==> src/rtl/servo_pkg.sv <==
// Shared command codes and motion-state encodings for the servo angle path.
// Used by the PWM driver here and by the upstream switch/angle FSMs.
// Pure declarations plus one combinational decode helper.
package servo_pkg;

  // 4-bit angle command codes exchanged between the angle FSMs and the driver
  localparam logic [3:0] CMD_HOLD = 4'd0;
  localparam logic [3:0] CMD_DEC  = 4'd1;
  localparam logic [3:0] CMD_INC  = 4'd2;
  localparam logic [3:0] CMD_REL  = 4'd5;

  // Motion state of one servo axis
  typedef enum logic [1:0] {
    S_HOLD = 2'd0,
    S_DEC  = 2'd1,
    S_INC  = 2'd2
  } servo_state_e;

  // Map a command code onto a motion state; unknown codes (and release) hold
  function automatic servo_state_e decode_cmd(input logic [3:0] cmd);
    servo_state_e st;
    case (cmd)
      CMD_DEC: st = S_DEC;
      CMD_INC: st = S_INC;
      default: st = S_HOLD;
    endcase
    return st;
  endfunction

endpackage

==> src/rtl/servo_frame_timer.sv <==
// PWM frame timer: free-running 0..PERIOD_TICKS-1 counter with frame strobes.
// o_Frame_End is combinational on the last count; o_Frame_Start is registered
// (high the cycle after cnt==0). No backpressure; runs every clock.
module servo_frame_timer #(
  parameter  int unsigned PERIOD_TICKS = 500000,
  localparam int unsigned W            = $clog2(PERIOD_TICKS + 1)
) (
  input  logic         i_Clk,
  input  logic         i_Rst,
  output logic [W-1:0] o_Cnt,
  output logic         o_Frame_End,
  output logic         o_Frame_Start
);

  localparam logic [W-1:0] LAST_CNT = W'(PERIOD_TICKS - 1);

  logic [W-1:0] cnt_q, cnt_d;
  logic         frame_start_q, frame_start_d;
  logic         frame_end;

  // Next count with wrap at the last tick of the frame; start strobe follows cnt==0
  always_comb begin
    frame_end     = (cnt_q == LAST_CNT);
    cnt_d         = frame_end ? '0 : cnt_q + W'(1);
    frame_start_d = (cnt_q == '0);
  end

  // Counter and start-strobe registers; reset parks the counter at the frame origin
  always_ff @(posedge i_Clk) begin
    if (i_Rst) begin
      cnt_q         <= '0;
      frame_start_q <= 1'b0;
    end else begin
      cnt_q         <= cnt_d;
      frame_start_q <= frame_start_d;
    end
  end

  assign o_Cnt         = cnt_q;
  assign o_Frame_End   = frame_end;
  assign o_Frame_Start = frame_start_q;

endmodule

==> src/rtl/servo_pwm_driver.sv <==
// Servo PWM driver: angle command -> motion state -> clamped pulse width -> PWM pin.
// Latency: command sampled on the last tick of a frame, new width on the next frame (<= 1 frame + 1 cycle).
// No backpressure: commands are level-sampled once per frame, mid-frame values are ignored.
module servo_pwm_driver
  import servo_pkg::*;
#(
  parameter  int unsigned PERIOD_TICKS = 500000,
  parameter  int unsigned MIN_TICKS    = 25000,
  parameter  int unsigned MAX_TICKS    = 50000,
  parameter  int unsigned CENTER_TICKS = 37500,
  parameter  int unsigned STEP_TICKS   = 250,
  localparam int unsigned W            = $clog2(PERIOD_TICKS + 1)
) (
  input  logic         i_Clk,
  input  logic         i_Rst,
  input  logic [3:0]   i_Angle_Cmd,
  output logic         o_Pwm,
  output logic [W-1:0] o_Pulse_Width,
  output logic         o_At_Min,
  output logic         o_At_Max,
  output logic         o_Moving,
  output logic         o_Frame_Start
);

  // Clamp/step constants carried one bit wider so add/subtract cannot wrap
  localparam logic [W:0]   MIN_X    = (W + 1)'(MIN_TICKS);
  localparam logic [W:0]   MAX_X    = (W + 1)'(MAX_TICKS);
  localparam logic [W:0]   STEP_X   = (W + 1)'(STEP_TICKS);
  localparam logic [W-1:0] MIN_W    = W'(MIN_TICKS);
  localparam logic [W-1:0] MAX_W    = W'(MAX_TICKS);
  localparam logic [W-1:0] CENTER_W = W'(CENTER_TICKS);

  logic [W-1:0] cnt;
  logic         frame_end;
  logic         frame_start;

  servo_state_e state_q, state_d;

  logic [W-1:0] width_q, width_d;
  logic [W:0]   inc_sum;
  logic [W:0]   dec_diff;
  logic         pwm_q, pwm_d;
  logic         at_min_q, at_min_d;
  logic         at_max_q, at_max_d;
  logic         moving_q, moving_d;

  servo_frame_timer #(
    .PERIOD_TICKS (PERIOD_TICKS)
  ) u_frame_timer (
    .i_Clk         (i_Clk),
    .i_Rst         (i_Rst),
    .o_Cnt         (cnt),
    .o_Frame_End   (frame_end),
    .o_Frame_Start (frame_start)
  );

  // Motion-state register; reset returns the axis to hold
  always_ff @(posedge i_Clk) begin
    if (i_Rst) begin
      state_q <= S_HOLD;
    end else begin
      state_q <= state_d;
    end
  end

  // Next state: command decoded only on the last tick of the frame, otherwise stay
  always_comb begin
    state_d = state_q;
    if (frame_end) begin
      state_d = decode_cmd(i_Angle_Cmd);
    end
  end

  // Width step with saturation, flags from the updated width/state, PWM compare
  always_comb begin
    inc_sum  = {1'b0, width_q} + STEP_X;
    dec_diff = {1'b0, width_q} - STEP_X;
    width_d  = width_q;
    at_min_d = at_min_q;
    at_max_d = at_max_q;
    moving_d = moving_q;
    // Compare against the width in force for this frame; the frame-end update
    // lands on the same edge as the last (always low) PWM tick.
    pwm_d    = (cnt < width_q);
    if (frame_end) begin
      case (state_d)
        S_INC:   width_d = (inc_sum > MAX_X) ? MAX_W : inc_sum[W-1:0];
        // dec_diff[W] catches a borrow when the step exceeds the width itself
        S_DEC:   width_d = (dec_diff[W] || (dec_diff < MIN_X)) ? MIN_W : dec_diff[W-1:0];
        default: width_d = width_q;
      endcase
      at_min_d = (width_d == MIN_W);
      at_max_d = (width_d == MAX_W);
      moving_d = (state_d == S_DEC) || (state_d == S_INC);
    end
  end

  // Width, flag and PWM registers; reset recentres and silences the pin
  always_ff @(posedge i_Clk) begin
    if (i_Rst) begin
      width_q  <= CENTER_W;
      pwm_q    <= 1'b0;
      at_min_q <= 1'b0;
      at_max_q <= 1'b0;
      moving_q <= 1'b0;
    end else begin
      width_q  <= width_d;
      pwm_q    <= pwm_d;
      at_min_q <= at_min_d;
      at_max_q <= at_max_d;
      moving_q <= moving_d;
    end
  end

  assign o_Pwm         = pwm_q;
  assign o_Pulse_Width = width_q;
  assign o_At_Min      = at_min_q;
  assign o_At_Max      = at_max_q;
  assign o_Moving      = moving_q;
  assign o_Frame_Start = frame_start;

endmodule
==> config.mk <==
export PLATFORM = sky130hd
export DESIGN_NAME = servo_pwm_driver
export DESIGN_NICKNAME = d
export VERILOG_FILES = /design/src/rtl/servo_pkg.sv /design/src/rtl/servo_frame_timer.sv /design/src/rtl/servo_pwm_driver.sv
export SDC_FILE = /design/constraint.sdc
export NUM_CORES = 1
export LEC_CHECK = 0
export CORE_ASPECT_RATIO = 1.25
export CORE_MARGIN = 8
export CORE_UTILIZATION = 30
export DETAILED_ROUTE_END_ITERATION = 16
export GPL_TIMING_DRIVEN = 0
export PLACE_DENSITY = 0.47
export SYNTH_ARGS = -nofsm -noshare
export SYNTH_HDL_FRONTEND = slang
export SYNTH_HIERARCHICAL = 1
export SYNTH_SLANG_ARGS = --single-unit
==> constraint.sdc <==
create_clock -name i_Clk -period 11.93 [get_ports i_Clk]
set_clock_uncertainty 0.15 [all_clocks]
set_input_delay 2.386 -clock i_Clk [delete_from_list [all_inputs] [get_ports i_Clk]]
set_output_delay 2.386 -clock i_Clk [all_outputs]
set_load 0.005 [all_outputs]
==> metrics <==
final WL=15700 um; CTS tree=done; CP Class=in2reg; die area=18000 um2; Routed Antenna Nets=0; Setup crit end kind=register; Port Buffers=29; Post-CTS Hold Fix Bufs=0; Post-Syn Instances=542; layout cells sized above 1=10.4%; ranking of synthesized cells by area=dfxtp_1, ha_1, nor2_1; worst slew pin tran=0.794 ns; Achievable Freq=172 MHz; P&R area growth vs syn=16.3%; Core Rows=48; die width=122 um; Ys Warns=6; WL per Instance=20.8 um; CP max FO=10; GRT Util Overall=17.1%; 1st-pass router iterations=5; Synthesized Nets=572; DRC=0; Commonest cells post-synth=nor2_1, dfxtp_1, nand2_1; routed via count=4457; Post-synth ARST share=0%; first-pass GRT wire length=24100 um; Final setup viols=0; CP Data Required Time=11.97 ns; commonest register cell after synthesis=dfxtp_1; H-tree depth=2; status=finished, final reports clean; top-area cell type share of the netlist area=21.6%; Netlist Area Pre-Place=4170 um2; Slew Limit Fails=0; Antenna Cells=0; hpwl dp=11800 um; Initial Util=30.5%; Tmin final=5.82 ns; Bufs on Longest Clock Path=2; most common cell in the netlist=nor2_1; Post-synth EDFFs=0; placed insts=746; worst skew pair latency=0.30 ns; Power Total=0.338 mW; CTS buffer count=5; # clock sinks=45; setup bufs post-CTS=0; largest net degree at the start of global routing=14; post-synth cell types=87; crit path DAT=5.86 ns; Hold Crit Class=reg2reg; via/cell ratio=5.91; global route overflow=0; Non-Filler Instances=754; register area share after synthesis=21.6%; Tcrit/Tclk final=48.8%; RSZ-0062 raised after global routing=no; #FFs+latches synth=45; worst vdd ir=0.0532 mV; antenna violations before repair=0; # fillers=1430; static leakage=1.80 nW; Rel. slew slack=46.6%; post_cts resized=0; vias in the first global route=4320; Final TNS setup=0 ns; Power Density=69.7 nW/um2; GPL Wtd Cong=0.941; Die Ht=148 um; MaxCap Viol Count=0; Startpoint Class=input pin; Core ar.=13700 um2; Ports=30; largest area contributor in the netlist=dfxtp_1; CTS root buf=clkbuf_16; Hold Fails Final Rpt=0; Reg clk slew, reported paths=0.07 ns; Synth Area per Inst=7.70 um2; iteration-0 DRC count of the detailed router=298; Final #Nets=608
[metrics by stage]
| step | area, um2 | worst slack, ns | hold slack, ns | util (%) |
|---|---|---|---|---|
| after floorplan | 4170 | 7.18 | 0.294 | - |
| final | 4860 | 6.11 | 0.319 | 35.5 |
| after detailed placement | 4680 | 5.91 | 0.316 | 34.2 |
| after CTS | 4860 | 6.20 | 0.327 | 35.5 |
| after global placement | 4680 | 5.93 | 0.309 | 34.2 |
| after global routing | 4860 | 5.92 | 0.352 | 35.5 |
[sequential cells by signal, summed over array words and instances, names as in the netlist]
name,flops
u_frame_timer/o_Cnt,19
state_q,2
o_At_Min,1
o_Pulse_Width,19
o_Moving,1
o_At_Max,1
o_Pwm,1
u_frame_timer/o_Frame_Start,1
[final timing paths]
path                                  to  cells after the start               startpoint  slack [ns]
worst max register to register  o_At_Min                     16  u_frame_timer/o_Cnt[14]        6.27
worst min register to register  o_Moving                      2                 o_Moving        0.32
worst max-delay path            o_At_Min                     13           i_Angle_Cmd[0]        6.11
worst min-delay path            o_Moving                      2                 o_Moving        0.32
[cell families (layout without fill, tap and decap cells)]
| logic type | count (synthesis) | after routing | synth area share, % |
|---|---|---|---|
| simple gates | 217 | 217 | 27.6 |
| compound gates | 155 | 155 | 28.3 |
| buf+inv | 65 | 102 | 7.46 |
| flops | 45 | 45 | 21.6 |
| xor+xnor | 30 | 30 | 6.29 |
| fa+ha+maj | 24 | 24 | 7.19 |
| mux | 6 | 6 | 1.50 |
[cell usage in the layout (no fill, tap or decap), types with 4 or more instances in the layout]
cell type        synthesis  layout
ha_1                    24      24
a22oi_1                  6       6
nor2_1                  62      62
mux2i_1                  4       4
nor3_1                  25      25
dfxtp_1                 45      45
xnor2_1                 18      18
buf_6                    5       5
o22ai_1                  4       4
nor4_1                  16      16
inv_1                   26      26
nand4_1                 15      15
a21oi_1                 29      29
a21o_1                  12      12
nand2_1                 30      30
nand3_1                 21      21
buf_4                    4       4
and3_1                   5       5
clkbuf_16                0       5
a211o_1                  5       5
o31ai_1                  6       6
clkbuf_1                15      16
xor2_1                  12      12
and4_1                   8       8
clkdlybuf4s50_1          0      29
o21ai_0                 25      25
a211oi_1                 9       9
o21ai_1                  4       4
a31oi_1                  8       8
buf_2                    8       8
[power by group]
part           internal, mW  leakage, nW  switching, mW  total, mW
clock                 0.105       0.0841         0.0687      0.174
sequential            0.152        0.364        0.00155      0.153
combinational       0.00550         1.35        0.00590     0.0114
[worst max-delay path, cell delays in order]
cell             delay, ns
clkdlybuf4s50_1       0.47
nand2_1               0.06
nor4_1                0.20
a21oi_1               0.11
ha_1                  0.33
clkbuf_1              0.38
buf_1                 0.53
a21oi_1               0.08
o22ai_1               0.23
o21ai_0               0.30
nor3_1                0.34
nand4_1               0.15
o31ai_1               0.30
[routing by layer]
layer	global-route usage, %	part of all wire, %	vias up
li1	-	-	2082
met1	19.9	40	2155
met2	29.0	49	175
met3	2.48	5.5	45
met4	10.1	4.8	0
met5	0	0	-
[cell type report]
type	count	area (um2)	share of cell area [%]
buffer	35	194	3.99
clock buffer	7	143	2.94
clock inverter	1	30.0	0.618
inverter	30	118	2.42
multi-input combinational	432	2960	61.0
sequential	45	901	18.6
tap	175	219	4.51
timing repair buffer	29	290	5.98
(Power assumes the default switching activity.)
